File: config.mk
export PLATFORM = sky130hd
export DESIGN_NAME = serializer_tx_lane
export DESIGN_NICKNAME = d
export VERILOG_FILES = /design/src/rtl/serializer_tx_lane.sv
export SDC_FILE = /design/constraint.sdc
export NUM_CORES = 1
export LEC_CHECK = 0
export ABC_AREA = 1
export CAP_MARGIN = 0
export CORE_MARGIN = 2
export CORE_UTILIZATION = 44
export DETAILED_ROUTE_END_ITERATION = 7
export HOLD_SLACK_MARGIN = 0.08
export MAX_ROUTING_LAYER = met4
export PLACE_DENSITY = 0.79
export SETUP_SLACK_MARGIN = 0.4
export SLEW_MARGIN = 20
export SYNTH_ARGS = -nofsm -noshare
export SYNTH_HDL_FRONTEND = slang
export SYNTH_SLANG_ARGS = --single-unit
File: constraint.sdc
create_clock -name clk_32f -period 1.2 [get_ports clk_32f]
set_input_delay 0.24 -clock clk_32f [delete_from_list [all_inputs] [get_ports clk_32f]]
set_output_delay 0.24 -clock clk_32f [all_outputs]
set_load 0.03 [all_outputs]
File: src/rtl/serializer_tx_lane.sv
// serializer_tx_lane: byte-to-serial TX lane, MSB first, COM alignment burst after reset,
// IDLE fill when no data is offered and optional periodic COM re-insertion.
`default_nettype none

module serializer_tx_lane #(
  parameter int          BC_COUNT   = 4,
  parameter logic [7:0]  COM_SYM    = 8'hBC,
  parameter logic [7:0]  IDLE_SYM   = 8'h7C,
  parameter int          COM_PERIOD = 0
) (
  input  logic       clk_32f,
  input  logic       reset,
  input  logic [7:0] data_in,
  input  logic       valid_in,
  output logic       ready_out,
  output logic       serial_out,
  output logic       byte_strobe,
  output logic       active_out
);

  typedef enum logic [0:0] {
    SYNC   = 1'b0,
    ACTIVE = 1'b1
  } state_t;

  localparam logic [3:0] COM_LAST  = 4'(BC_COUNT - 1);
  localparam logic [7:0] PERIOD    = 8'(COM_PERIOD);
  localparam bit         PERIOD_EN = (COM_PERIOD != 0);

  state_t     state, state_nxt;
  logic [7:0] shift_reg, shift_nxt;
  logic [7:0] next_sym;
  logic [7:0] data_cnt, data_cnt_nxt;
  logic [3:0] com_cnt, com_cnt_nxt;
  logic [2:0] bit_cnt, bit_cnt_nxt;
  logic       active_q, active_nxt;
  logic       load;
  logic       force_com;

  always_ff @(posedge clk_32f) begin
    if (reset) begin
      state     <= SYNC;
      shift_reg <= 8'h00;
      bit_cnt   <= 3'd7;
      com_cnt   <= 4'd0;
      data_cnt  <= 8'd0;
      active_q  <= 1'b0;
    end else begin
      state     <= state_nxt;
      shift_reg <= shift_nxt;
      bit_cnt   <= bit_cnt_nxt;
      com_cnt   <= com_cnt_nxt;
      data_cnt  <= data_cnt_nxt;
      active_q  <= active_nxt;
    end
  end

  always_comb begin
    load         = (bit_cnt == 3'd7);
    force_com    = PERIOD_EN && (state == ACTIVE) && (data_cnt == PERIOD);
    state_nxt    = state;
    com_cnt_nxt  = com_cnt;
    data_cnt_nxt = data_cnt;
    active_nxt   = active_q;
    next_sym     = IDLE_SYM;
    ready_out    = 1'b0;

    case (state)
      SYNC: begin
        next_sym = COM_SYM;
        if (load) begin
          if (com_cnt == COM_LAST) begin
            state_nxt   = ACTIVE;
            com_cnt_nxt = 4'd0;
          end else begin
            com_cnt_nxt = com_cnt + 4'd1;
          end
        end
      end
      ACTIVE: begin
        // Ready depends only on registered state so upstream never sees a valid->ready loop.
        ready_out = load && !force_com;
        if (force_com) begin
          next_sym = COM_SYM;
          if (load) data_cnt_nxt = 8'd0;
        end else if (valid_in) begin
          next_sym = data_in;
          if (load && PERIOD_EN) data_cnt_nxt = data_cnt + 8'd1;
        end
        if (load) active_nxt = 1'b1;
      end
      default: state_nxt = SYNC;
    endcase

    shift_nxt   = load ? next_sym : {shift_reg[6:0], 1'b0};
    bit_cnt_nxt = load ? 3'd0 : bit_cnt + 3'd1;
  end

  // Reset parks bit_cnt at 7, so the strobe stays low until the first symbol is loaded.
  assign serial_out  = shift_reg[7];
  assign byte_strobe = (bit_cnt == 3'd0);
  assign active_out  = active_q;

endmodule

`default_nettype wire

Yosys cells after proc, flatten, opt, wreduce, memory -nomap -nowiden
Index checks and enable logic that the tools add are counted.

Logic and storage cells: 25. Bits of input ports: 11. Register bits after elaboration: 17. Memories: 0. Bits in latches: 0. Memory bits (writable): 0. ROM bits: 0.

Shifts and indexed selects: 0. Bitwise gates (word level): 2. Reduce and logical (&&, ||, !) cells: 4. Order comparisons: 0. Add/sub/neg operators: 2. Mux-type cells: 9. Divide/modulo/power cells: 0. Multiply operators: 0. Equality and inequality tests: 2.

Operators with widths (number): 8-bit two-way mux (2); 8-bit case mux with 2 select lines (1); 4-bit by 1-bit adder with 4-bit output (second input constant) (1); 4-bit by 2-bit equality test with 1-bit output (second input constant) (1); 1-bit two-way mux (4); 4-bit two-way mux (1); 2-bit AND reduction (2); 3-bit by 1-bit adder with 3-bit output (second input constant) (1); 3-bit equality test (second input constant) (1); 3-bit zero test (1); 3-bit two-way mux (1); 1-bit inverter (2); 2-bit OR reduction (1).

Depth between registers and ports, before layout
Depth in word-level cells: 4. Gate-level depth with buffers: 8. Gate-level depth less buffers: 7.

Worst setup path after synthesis
No wires, ideal clock.

Path type: flip-flop to flip-flop. Start: reg bit_cnt[0]. End: reg shift_reg[1]. Stages on the path, launching flop included: 8. Path buffers: 1. Arrival time: 1.110 ns. Path slack: -0.026 ns. Required time: 1.084 ns. Library setup time: 0.116 ns. Cells stage by stage: dfxtp_1 > ha_1 > ha_1 > buf_6 > nand2_4 > nor2_2 > a22oi_2 > nor2_2.

Longest elaborated chain between the ends: 2.

Ends and longest elaborated chain: start: declaration (line 35) `logic [2:0] bit_cnt, bit_cnt_nxt;`; start signal: assignment (line 51) `bit_cnt <= bit_cnt_nxt;`; 3-bit equality test (line 59) `load = (bit_cnt == 3'd7);`; 8-bit two-way mux (line 95) `shift_nxt = load ? next_sym : {shift_reg[6:0], 1'b0};`; end signal: assignment (line 50) `shift_reg <= shift_nxt;`; end: declaration (line 31) `logic [7:0] shift_reg, shift_nxt;`.

Every way passes these cells. A chain may end at the register's enable or synchronous reset.

Worst setup path in the final report
Start: reg bit_cnt[0]. End: out ready_out.

Longest elaborated chain between the ends: 2.

Ends and longest elaborated chain: 3-bit equality test (line 59); 1-bit two-way mux (line 68) `case (state)`; end: declaration (line 15) `output logic ready_out,`.

Every way passes these cells.

==> results <==
[kinds of logic (layout without fill, tap and decap cells)]
kind of cell | after synthesis | after routing
AND/OR/NAND/NOR | 30 | 30
AO/OA/AOI/OAI | 20 | 20
flip-flops | 17 | 17
buffers and inverters | 13 | 41
adder cells (fa/ha/maj) | 5 | 5
XOR/XNOR | 1 | 1
[worst paths after layout]
kind,from,endpoint,cells after the start
worst max register to register,bit_cnt[0]$_SDFF_PP1_,active_out$_SDFFE_PP0P_,9
worst min register to register,shift_reg[5]$_SDFF_PP0_,shift_reg[6]$_SDFF_PP0_,2
worst max-delay path,bit_cnt[0]$_SDFF_PP1_,ready_out,5
worst min-delay path,shift_reg[5]$_SDFF_PP0_,shift_reg[6]$_SDFF_PP0_,2
[metal layers]
metal	vias to the layer above	share of wire [%]	track usage, %
met2	10	53	34.65
met1	308	43	25.79
met5	-	0	-
met3	2	2.9	5.952
li1	332	-	-
met4	0	0.48	3.529
[layout make-up]
type,instances,area [um2]
fillers,123,505.5
multi-input cells,56,471.7
flip-flops and latches,17,351.6
repair buffers,26,242.7
inverters,11,51.30
clock buffers,4,26.28
well taps,17,21.27
[power groups by stage]
stage / Combinational, mW / Sequential (mW) / Clock, mW
2_1_floorplan: 0.297 / 0.735 / 0
3_3_place_gp: 0.427 / 0.727 / 0
3_5_place_dp: 0.429 / 0.731 / 0
4_1_cts: 0.557 / 0.730 / 0.319
5_1_grt: 0.659 / 0.749 / 0.336
6_report: 0.596 / 0.740 / 0.305
[Yosys cell counts, drive strengths merged]
master  instances
or2             1
a22oi           1
ha              5
o21ai          10
buf             2
and3            1
xor2            1
nand3           2
o21bai          1
dfxtp          17
nor2           16
a21oi           8
nor3            1
inv            11
nand2           9
[through the flow]
| stage | setup WS, ps | cell area, um2 | cells |
|---|---|---|---|
| global placement | -41.48 | 987.2 | 120 |
| floorplan | 49.87 | 818.3 | 86 |
| global route | -291.2 | 1165 | 131 |
| finish | -240.7 | 1165 | 131 |
| CTS | -255.1 | 1149 | 131 |
| detailed placement | -45.90 | 987.2 | 120 |
[what timing repair did]
item | CTS | global route
gates resized for setup | 28 | 4
cloned | 0 | 0
buffers inserted | 7 | 0
pin swaps | 7 | 4
setup endpoints to repair | 21 | 21
[worst max-delay path: cells and delay by family, from the launching register on]
family	cells	cell delay, ps
flip-flops	1	350
AND/OR/NAND/NOR	1	70
adder cells (fa/ha/maj)	2	340
buffers and inverters	2	150
==> out/qor.yml <==
power_mw: 1.642
timing.hold.ws_ps: 466.4
status: "complete, but fails checks"
fin_crit_ps: 1441
synth.cell_area_um2: 760.7
synth_top_area_cell: "dfxtp_1"
rsz0062_at_grt: "true"
drc: 0
failed_checks: "setup timing"
drtPass1Iterations: 4
layout-drive-gt1-share_pct: 50.00
cp_slowest_cell: "dfxtp_2"
synth-compound-area-share_pct: 16.45
netlist.area_leader.share_pct: 44.74
clk_pin_slew_ps: 100
avgSynthCellArea_um2: 8.846
drt_wl_total_mm: 1.877
p_seq_share_pct: 45.1
syn_inst: 86
clock_latency_ps: 290
viasPerCell: 4.977
synth.distinct_cells: 24
grt_max_degree: 11
hold_buffers: 0
tns_ps: -1406
final_common_cell: "nor2_1"
end_kind: "output pin"
max_freq_mhz: 694.1
start_kind: "flop"
core.rowCount: 15
num_vias: 652
critPathArrivalTime_ps: 1200
n_antenna_cell: 0
grt_pass1_wl_mm: 2.946
rrSetupSlack_ps: -180
ioPinCount: 15
synth_fp_nets: 102
yosysWarnings: 0
synthSimpleGateAreaFrac_pct: 21.55
area_growth_pct: 53.13
coreArea_mm2: 0.001670
worstMarginPinSlew_ps: 288.9
grtUsageTotal_pct: 21.04
cpMostUsedCell: "ha_4"
muxShareOfSynthArea_pct: 0
maxSlewViolCount: 0
cts_buffer_depth: 2
period_share_pct: 120.1
nets: 131
wl_per_cell_um: 14.33
start_util_pct: 45.54
cap_violations: 0
die_height_um: 45.58
synthAdderAreaFrac_pct: 8.224
cts_inserted_buffers: 3
ant_nets: 0
power_density_mw_per_mm2: 1409
path_class: "reg -> out"
largest_reg_flops: 8
pwr-share-comb_pct: 36.3
antenna_found_initial: 0
worstPathRequired_ps: 960
port_buffers: 14
p_int_mw: 1.090
synth_area_leaders: "dfxtp_1 45%, ha_1 8.2%, nor2_1 6.9%"
synth-seq-cells: 17
grt_pass1_vias: 628
clkSinkCount: 17
finClkSkew_ps: 1.637
max_slew_margin_pct: 80.72
peakVddDrop_uv: 860.5
hp-class: "reg -> reg"
tritoncts: "built"
p_leak_nw: 0.4658
path_max_fanout: 3
setup_violations: 14
die_width_um: 45.58
crit_chain: "ha_4 -> ha_4 -> nand2_8 -> inv_8 -> buf_6"
htree_levels: 1
root_buffer: "clkbuf_4"
routabilityCongestion: 0.7470
setup_slack_ps: -240.7
slowest_delay_ps: 350
drtIter0Drc: 9
synth_top_family_by_area: "simple AND/OR/NAND/NOR gates"
postLayoutCoreUtil_pct: 69.74
hold_violations: 0
swShare_pct: 33.62
ys_seq_area_share_pct: 44.74
place_hpwl_mm: 1.109
pwr-share-clk_pct: 18.6
switchingPower_mw: 0.5519
most-common-layout-cells: "13 x nor2_1, 10 x dfxtp_1, 10 x clkdlybuf4s50_1, 10 x buf_4, 7 x nand2_1"
die-area_mm2: 0.002078
grt_overflow_total: 0
synth_xor_area_share_pct: 1.151
Power figures use the tool's default switching activity.
